$ cat config.mk
export PLATFORM = sky130hd
export DESIGN_NAME = word_matcher
export DESIGN_NICKNAME = d
export VERILOG_FILES = /design/src/rtl/word_matcher_pkg.sv /design/src/rtl/word_matcher_masked_byte_compare.sv /design/src/rtl/word_matcher.sv
export SDC_FILE = /design/constraint.sdc
export NUM_CORES = 1
export LEC_CHECK = 0
export BUFFER_PORTS_ARGS = -buffer_cell sky130_fd_sc_hd__buf_4
export CAP_MARGIN = 10
export CORE_UTILIZATION = 50
export DETAILED_ROUTE_END_ITERATION = 12
export MAX_ROUTING_LAYER = met4
export PLACE_DENSITY = 0.89
export SYNTH_ARGS = -nofsm -noshare
export SYNTH_HDL_FRONTEND = slang
export SYNTH_SLANG_ARGS = --single-unit
$ cat constraint.sdc
create_clock -name aclk -period 6.2 [get_ports aclk]
set_input_delay 1.24 -clock aclk [delete_from_list [all_inputs] [get_ports aclk]]
set_output_delay 1.24 -clock aclk [all_outputs]
set_load 0.05 [all_outputs]
$ cat src/rtl/word_matcher_pkg.sv
// word_matcher_pkg
//   Shared constants, types and helpers for the dictionary word matcher.
//   The end-of-word encoding (tuser set, tdata 0x00) is the same one used
//   by the SPI controller's stream generator, so both sides import it here.
package word_matcher_pkg;

  localparam int unsigned MAX_LEN = 8;   // pattern positions
  localparam int unsigned SLOTS   = 8;   // result table depth
  localparam int unsigned ID_W    = 8;   // word index width
  localparam int unsigned POS_W   = 4;   // position counter width

  // Position counter stops here; any value above MAX_LEN means "too long".
  localparam logic [POS_W-1:0] POS_SAT = 4'd9;

  // End-of-word beat convention.
  localparam logic       EOW_TUSER = 1'b1;
  localparam logic [7:0] EOW_TDATA = 8'h00;

  typedef logic [POS_W-1:0] pos_t;
  typedef logic [ID_W-1:0]  id_t;
  typedef logic [3:0]       count_t;

  // Byte lane idx of a 64-bit pattern/mask bus.
  function automatic logic [7:0] lane(input logic [63:0] bus, input logic [2:0] idx);
    return bus[{idx, 3'b000} +: 8];
  endfunction

  // Only word sizes 1..MAX_LEN can ever produce a match.
  function automatic logic size_ok(input logic [7:0] size);
    return (size >= 8'd1) && (size <= 8'(MAX_LEN));
  endfunction

endpackage

$ cat src/rtl/word_matcher_masked_byte_compare.sv
// masked_byte_compare
//   Combinational masked byte compare. Mask bits at 0 are don't-care.
//   Ports:
//     data  - received character byte
//     char  - pattern character for the current position
//     mask  - compare mask for the current position
//     hit   - 1 when every masked bit of data equals char
module masked_byte_compare (
  input  logic [7:0] data,
  input  logic [7:0] char,
  input  logic [7:0] mask,
  output logic       hit
);

  assign hit = ((data ^ char) & mask) == 8'h00;

endmodule

$ cat src/rtl/word_matcher.sv
// word_matcher
//   Streaming dictionary matcher. Consumes words as a byte stream terminated
//   by an end-of-word beat, compares each word against a masked pattern and
//   records the stream index of every matching word in an 8-slot table.
//   Ports:
//     aclk, aresetn        - clock, asynchronous active-low reset
//     s_axis_tvalid/tdata  - byte stream (no backpressure)
//     s_axis_tuser         - end-of-word marker (tdata ignored on that beat)
//     word_size            - required word length, 1..8
//     characters, masks    - pattern and compare mask, byte lane i = position i
//     result_ids           - slot k in bits [8k+7:8k]
//     result_count         - number of filled slots, 0..8
//     overflow             - sticky, a match arrived with the table full
//     word_index           - index of the word currently being received
module word_matcher
  import word_matcher_pkg::*;
(
  input  logic        aclk,
  input  logic        aresetn,
  input  logic        s_axis_tvalid,
  input  logic [7:0]  s_axis_tdata,
  input  logic        s_axis_tuser,
  input  logic [7:0]  word_size,
  input  logic [63:0] characters,
  input  logic [63:0] masks,
  output logic [63:0] result_ids,
  output logic [3:0]  result_count,
  output logic        overflow,
  output logic [7:0]  word_index
);

  pos_t   pos;
  logic   mismatch;
  id_t    widx;
  id_t    slots [SLOTS];
  count_t count;
  logic   ovf;

  logic [7:0] cur_char;
  logic [7:0] cur_mask;
  logic       hit;
  logic       data_beat;
  logic       word_end;
  logic       in_range;
  logic       match;

  // pos[2:0] aliases once pos reaches 8; the compare result is then ignored.
  assign cur_char = lane(characters, pos[2:0]);
  assign cur_mask = lane(masks, pos[2:0]);

  masked_byte_compare u_cmp (
    .data (s_axis_tdata),
    .char (cur_char),
    .mask (cur_mask),
    .hit  (hit)
  );

  assign data_beat = s_axis_tvalid && (s_axis_tuser != EOW_TUSER);
  assign word_end  = s_axis_tvalid && (s_axis_tuser == EOW_TUSER);
  assign in_range  = pos < 4'(MAX_LEN);

  // Length check covers both short and over-long words: pos saturates at 9,
  // which can never equal a legal word_size.
  assign match = word_end && !mismatch && size_ok(word_size)
               && ({4'b0000, pos} == word_size);

  always_ff @(posedge aclk or negedge aresetn) begin
    if (!aresetn) begin
      pos      <= '0;
      mismatch <= 1'b0;
      widx     <= '0;
      count    <= '0;
      ovf      <= 1'b0;
      for (int unsigned i = 0; i < SLOTS; i++) begin
        slots[i] <= '0;
      end
    end else if (data_beat) begin
      if (in_range && !hit) begin
        mismatch <= 1'b1;
      end
      if (pos != POS_SAT) begin
        pos <= pos + 4'd1;
      end
    end else if (word_end) begin
      pos      <= '0;
      mismatch <= 1'b0;
      widx     <= widx + 8'd1;
      if (match) begin
        if (count < 4'(SLOTS)) begin
          slots[count[2:0]] <= widx;
          count             <= count + 4'd1;
        end else begin
          ovf <= 1'b1;
        end
      end
    end
  end

  always_comb begin
    result_ids = '0;
    for (int unsigned i = 0; i < SLOTS; i++) begin
      result_ids[i*8 +: 8] = slots[i];
    end
  end

  assign result_count = count;
  assign overflow     = ovf;
  assign word_index   = widx;

endmodule

* Word-level counts from Yosys, hierarchy flattened *
Cells that the tools add are included.

storage, ports and cells
  latch bits = 0
  output and inout bits = 77
  input bits = 148
  logic and storage cells = 60
  bits in registers = 82
  bits in read-only memories = 0
  memories = 0
  RAM bits = 0

cells by class
  shifts and indexed selects = 2
  divide/modulo/power cells = 0
  bitwise logic cells = 6
  multipliers = 0
  mux-type cells = 9
  eq/ne operators = 4
  reductions and logical operators = 17
  add/subtract/negate cells = 3
  $lt $le $gt $ge = 6

operators with widths
  kind                                                             count
  variable part select 64 x 7 -> 8 bit                             2
  bitwise mux 64 bit                                               1
  demux 8 bit (select 3 bit)                                       1
  two-way mux 4 bit                                                3
  adder 4 x 1 -> 4 bit (second input constant)                     2
  adder 8 x 1 -> 8 bit (second input constant)                     1
  bitwise AND 8 bit                                                1
  == test 4 x 8 -> 1 bit                                           1
  >= comparator 8 x 1 -> 1 bit (second input constant)             1
  less-or-equal comparator 8 x 4 -> 1 bit (second input constant)  1
  logical AND 1 bit                                                8
  zero test 8 bit                                                  1
  < comparator 4 bit (second input constant)                       2
  two-way mux 8 bit                                                1
  AND reduction 4 bit                                              2
  XOR 8 bit                                                        1
  AND reduction 2 bit                                              3
  >= comparator 4 bit (second input constant)                      1
  < comparator 4 x 1 -> 1 bit (second input constant)              1
  != test 2 x 1 -> 1 bit (second input constant)                   2
  != test 4 bit (second input constant)                            1
  NOT 3 -> 4 bit                                                   1
  two-way mux 1 bit                                                3
  NOT 1 bit                                                        3
  2 further kinds                                                  3

* Logic depth before layout (Yosys ltp) *
  word-level depth = 8
  gate-level depth with buffers = 9
  mapped depth without buffers = 7

* Modules after synthesis *
From an unflattened synthesis, not the netlist that was laid out.

unflattened totals
  cell total of the unflattened synthesis = 345
  area, all modules = 4,829.6 sq um

by module, submodules not included
  module               cells each  seq. area each (sq um)  area an instance (sq um)  instances
  word_matcher         332         2,052.0                 4,720.8                   1
  masked_byte_compare  13          0.0                     108.9                     1

* Worst setup path before layout *
OpenSTA, ideal clock, no wires.

  path type = input port to flip-flop
  start point = in s_axis_tvalid
  end point = reg slots (netlist bit result_ids[32])
  stages on the path = 8
  required time = 6.075 ns
  path buffers = 2
  setup slack = 2.989 ns
  library setup time = 0.125 ns
  data arrival time = 3.086 ns
  path through = buf_2 nand2_2 or3_4 nor4_4 nand2b_1 buf_2 nor3b_4 mux2_2

on the way
  longest elaborated chain between the ends = 5
  elaborated cells on any way between the ends = 7
  those cells by class = 1 x bitwise; 6 x reduce/logical

RTL lines
  item                                      RTL line            RTL
  start, declared                           word_matcher.sv:20  input logic s_axis_tvalid,
  logical AND 1 bit                         word_matcher.sv:59  assign word_end = s_axis_tvalid && (s_axis_tuser == EOW_TUSER);
  logical AND 1 bit (2 in series)           word_matcher.sv:64  assign match = word_end && !mismatch && size_ok(word_size)
  logical AND 1 bit                         word_matcher.sv:65  && ({4'b0000, pos} == word_size);
  AND reduction 4 bit (no source line) (*)  n/a
  end signal, assigned by index             word_matcher.sv:90  slots[count[2:0]] <= widx;
  end, declared                             word_matcher.sv:35  id_t slots [SLOTS];

Mark *: on every way between the ends. The rest lies on a longest branch, timed or not.
A chain may end at the register's enable or synchronous reset.

* Final worst setup path *
  start point = in word_size[1]
  end point = reg slots (netlist bit result_ids[16])

on the way
  longest elaborated chain between the ends = 5
  elaborated cells on any way between the ends = 7
  those cells by class = 2 x order compare; 1 x eq/ne; 4 x reduce/logical

RTL lines
  item                                                                                     RTL line                RTL
  start, declared                                                                          word_matcher.sv:23      input logic [7:0] word_size,
  >= comparator 8 x 1 -> 1 bit or less-or-equal comparator 8 x 4 -> 1 bit (tied branches)  word_matcher_pkg.sv:30  return (size >= 8'd1) && (size <= 8'(MAX_LEN));
  logical AND 1 bit                                                                        word_matcher_pkg.sv:30
  logical AND 1 bit                                                                        word_matcher.sv:64
  logical AND 1 bit (*)                                                                    word_matcher.sv:65
  AND reduction 4 bit (no source line) (*)                                                 n/a

Marked as above.

==> reports/summary.txt <==
Total number of vias: 3,855
Final setup margin: 2960 ps
Worst hold margin: 506 ps
Slew Limit Fails: 0
RSZ-0062 raised after global routing: false
Clock sink count: 82
CTS tree: built
Area of the core: 8380 sq um
Die area: 9210 sq um
IO buf count: 224
Post-CTS sizing: 0
R2R depth: 6
Crit path max-delay family: simple AND/OR/NAND/NOR gates
Ratio of cells with drive above 1 in the final layout: 0.533
Total Nets Final: 736
HP Start: result_ids[35]
Pwr/cell area: 221 nW/um^2
Initial Utilization: 0.527
First-pass GRT wire length: 20,700 microns
Die Width: 96.0 microns
Final Cycle Share: 0.522
CP Class: in -> reg
Clock Skew: 12.6 ps
Post-synth EDFFs: 0
Clock transition at path regs: 80 ps
Clock root cell: clkbuf_8
Number of CTS-inserted buffers: 9
Synth top area share: 0.465
Most area-hungry cell type in the Yosys netlist: dfrtp_1
CP Cell Sequence: buf_4 > nor3_1 > mux2i_1 > nor4_4 > nand2b_1 > nor3b_4 > mux2_2
Final ANT Viol Nets: 0
WHS Path Cells: 1
Vias per Instance: 5.55
Max Clk Rate: 309 MHz
Startpoint Class: input port
Core Rows: 33
Pre-CTS setup slack: 2570 ps
Total Routing Usage GR: 0.321
WP buf/inv: 1
Main synth FF type: dfrtp_1
Drt first pass iters: 5
Sequential area share after synthesis: 0.465
Setup slack, reg-to-reg: 3310 ps
Hold Fails Final Rpt: 0
Die H: 96.0 microns
Number of H-tree levels: 3
Warnings from Yosys: 0
Hold EP: result_ids[35]
Dpl hpwl: 10,700 microns
GPL Wtd Cong: 0.909
Skew-Pair Late Insertion Delay: 360 ps
VDD IR max: 0.162 mV
WL/cell: 19.8 microns
Post-Syn Instances: 375
Vias in the first global route: 3,898
DRT iter0 DRCs: 185
Ranking of synthesized cells by area: dfrtp_1 (46%), mux2_2 (17%), xor2_1 (13%), a221oi_1 (2.0%), xnor2_1 (2.0%)
Max_slew headroom: 0.338
R2R Path End: result_ids[16]
Setup Viol. Count Final: 0
Initial antenna violation count: 0
Final wirelength: 13,700 microns
Yosys reg bits: 82
Arrival time at the worst endpoint: 3480 ps
Worst-margin pin slew: 993 ps
Crit Path Max Fanout: 8
Final non-filler cell area: 6310 sq um
CP max stage cell: nor3b_4
Commonest non-fill, non-tap cell in the layout: buf_4
Worst Hold Class: reg -> reg
Num ports: 225
Gr ovfl total: 0
Post-CTS Setup Bufs: 0
DP Area: 6130 sq um
Critical Path RT: 6440 ps
Yosys cell types: 41
Largest net degree at the start of global routing: 83
Outcome: finished clean
CP peak stage delay: 490 ps
Final min period: 3240 ps
Leak: 3.29 nW
Diodes inserted: 0
Synthesized area: 4420 sq um
Most frequent cells in the layout: buf_4 (224), dfrtp_1 (82), mux2_2 (65)
Area grow syn2layout: 43.0%
Synth Area per Inst: 11.8 sq um
Buffer levels on the longest clock path: 2
Post-synth ARST share: 1.00
DRC: 0
Max-Cap Viols: 0
Setup TNS: 0 ps
Cts hold-fix bufs: 0
Reg-to-Reg Start: pos[1]
Crit path capture type: flip-flop
Syn nets: 527
==> worst max-delay path by stage <==
stage | startpoint | slack [ps] | end | depth (start not counted)
floorplan | s_axis_tvalid | 2990 | result_ids[32] | 8
global placement | word_size[1] | 2680 | result_ids[38] | 7
detailed placement | word_size[1] | 2570 | result_ids[16] | 7
CTS | word_size[1] | 2930 | result_ids[16] | 7
global route | word_size[1] | 2890 | result_ids[16] | 7
finish | word_size[1] | 2960 | result_ids[16] | 7
==> report_power, final <==
part           internal, W  switching, W
Clock             0.000185      0.000189
Combinational     0.000162      0.000191
Sequential        0.000560      0.000110
==> metal layers <==
metal,track usage,vias up,part of all wire
li1,-,1754,-
met1,0.380,1887,0.40
met2,0.553,188,0.53
met3,0.0758,26,0.062
met4,0.0734,0,0.017
met5,-,-,0
==> stage by stage <==
step / cells / utilization / total power [W]
floorplan: 375 / - / 0.000843
global placement: 678 / 0.731 / 0.00101
detailed placement: 678 / 0.731 / 0.00103
CTS: 694 / 0.753 / 0.00140
global route: 694 / 0.753 / 0.00146
finish: 694 / 0.753 / 0.00140
==> final cells by class <==
cell class	count	area, sq um
multi-input combinational	262	2240
sequential	82	2050
timing repair buffer	224	1680
clock inverter	5	55.1
tap	105	131
fill	582	2070
clock buffer	11	131
inverter	5	18.8
==> cell usage after synthesis (2+ instances only) <==
master / n
nand4_1: 2
xnor2_1: 10
a31oi_1: 3
nand2_1: 15
mux2i_1: 5
nand3_1: 8
inv_1: 5
a22oi_1: 9
nor2_1: 11
a222oi_1: 6
o22ai_1: 4
buf_1: 5
clkbuf_1: 18
dfrtp_1: 82
nand2b_1: 4
ha_1: 4
a21oi_1: 11
xor2_1: 64
and2_1: 2
nor3b_4: 2
nand3b_2: 2
a221oi_1: 10
o21ai_0: 4
mux2_1: 2
mux2_2: 65
buf_2: 3
nor3_1: 5
==> kinds of logic after synthesis <==
| kind of cell | after synthesis | synth area share |
|---|---|---|
| AO/OA/AOI/OAI | 51 | 0.0839 |
| XOR/XNOR | 74 | 0.147 |
| adder cells (fa/ha/maj) | 4 | 0.0113 |
| buffers and inverters | 31 | 0.0272 |
| flip-flops | 82 | 0.465 |
| multiplexers | 72 | 0.182 |
| AND/OR/NAND/NOR | 61 | 0.0841 |
==> state kept, by name, summed over array words and instances, names as in the netlist <==
signal and count:
word_index 8, result_count 4, result_ids 64, overflow 1
pos 4, mismatch 1
Note: power is estimated with default switching activity, not from simulation.
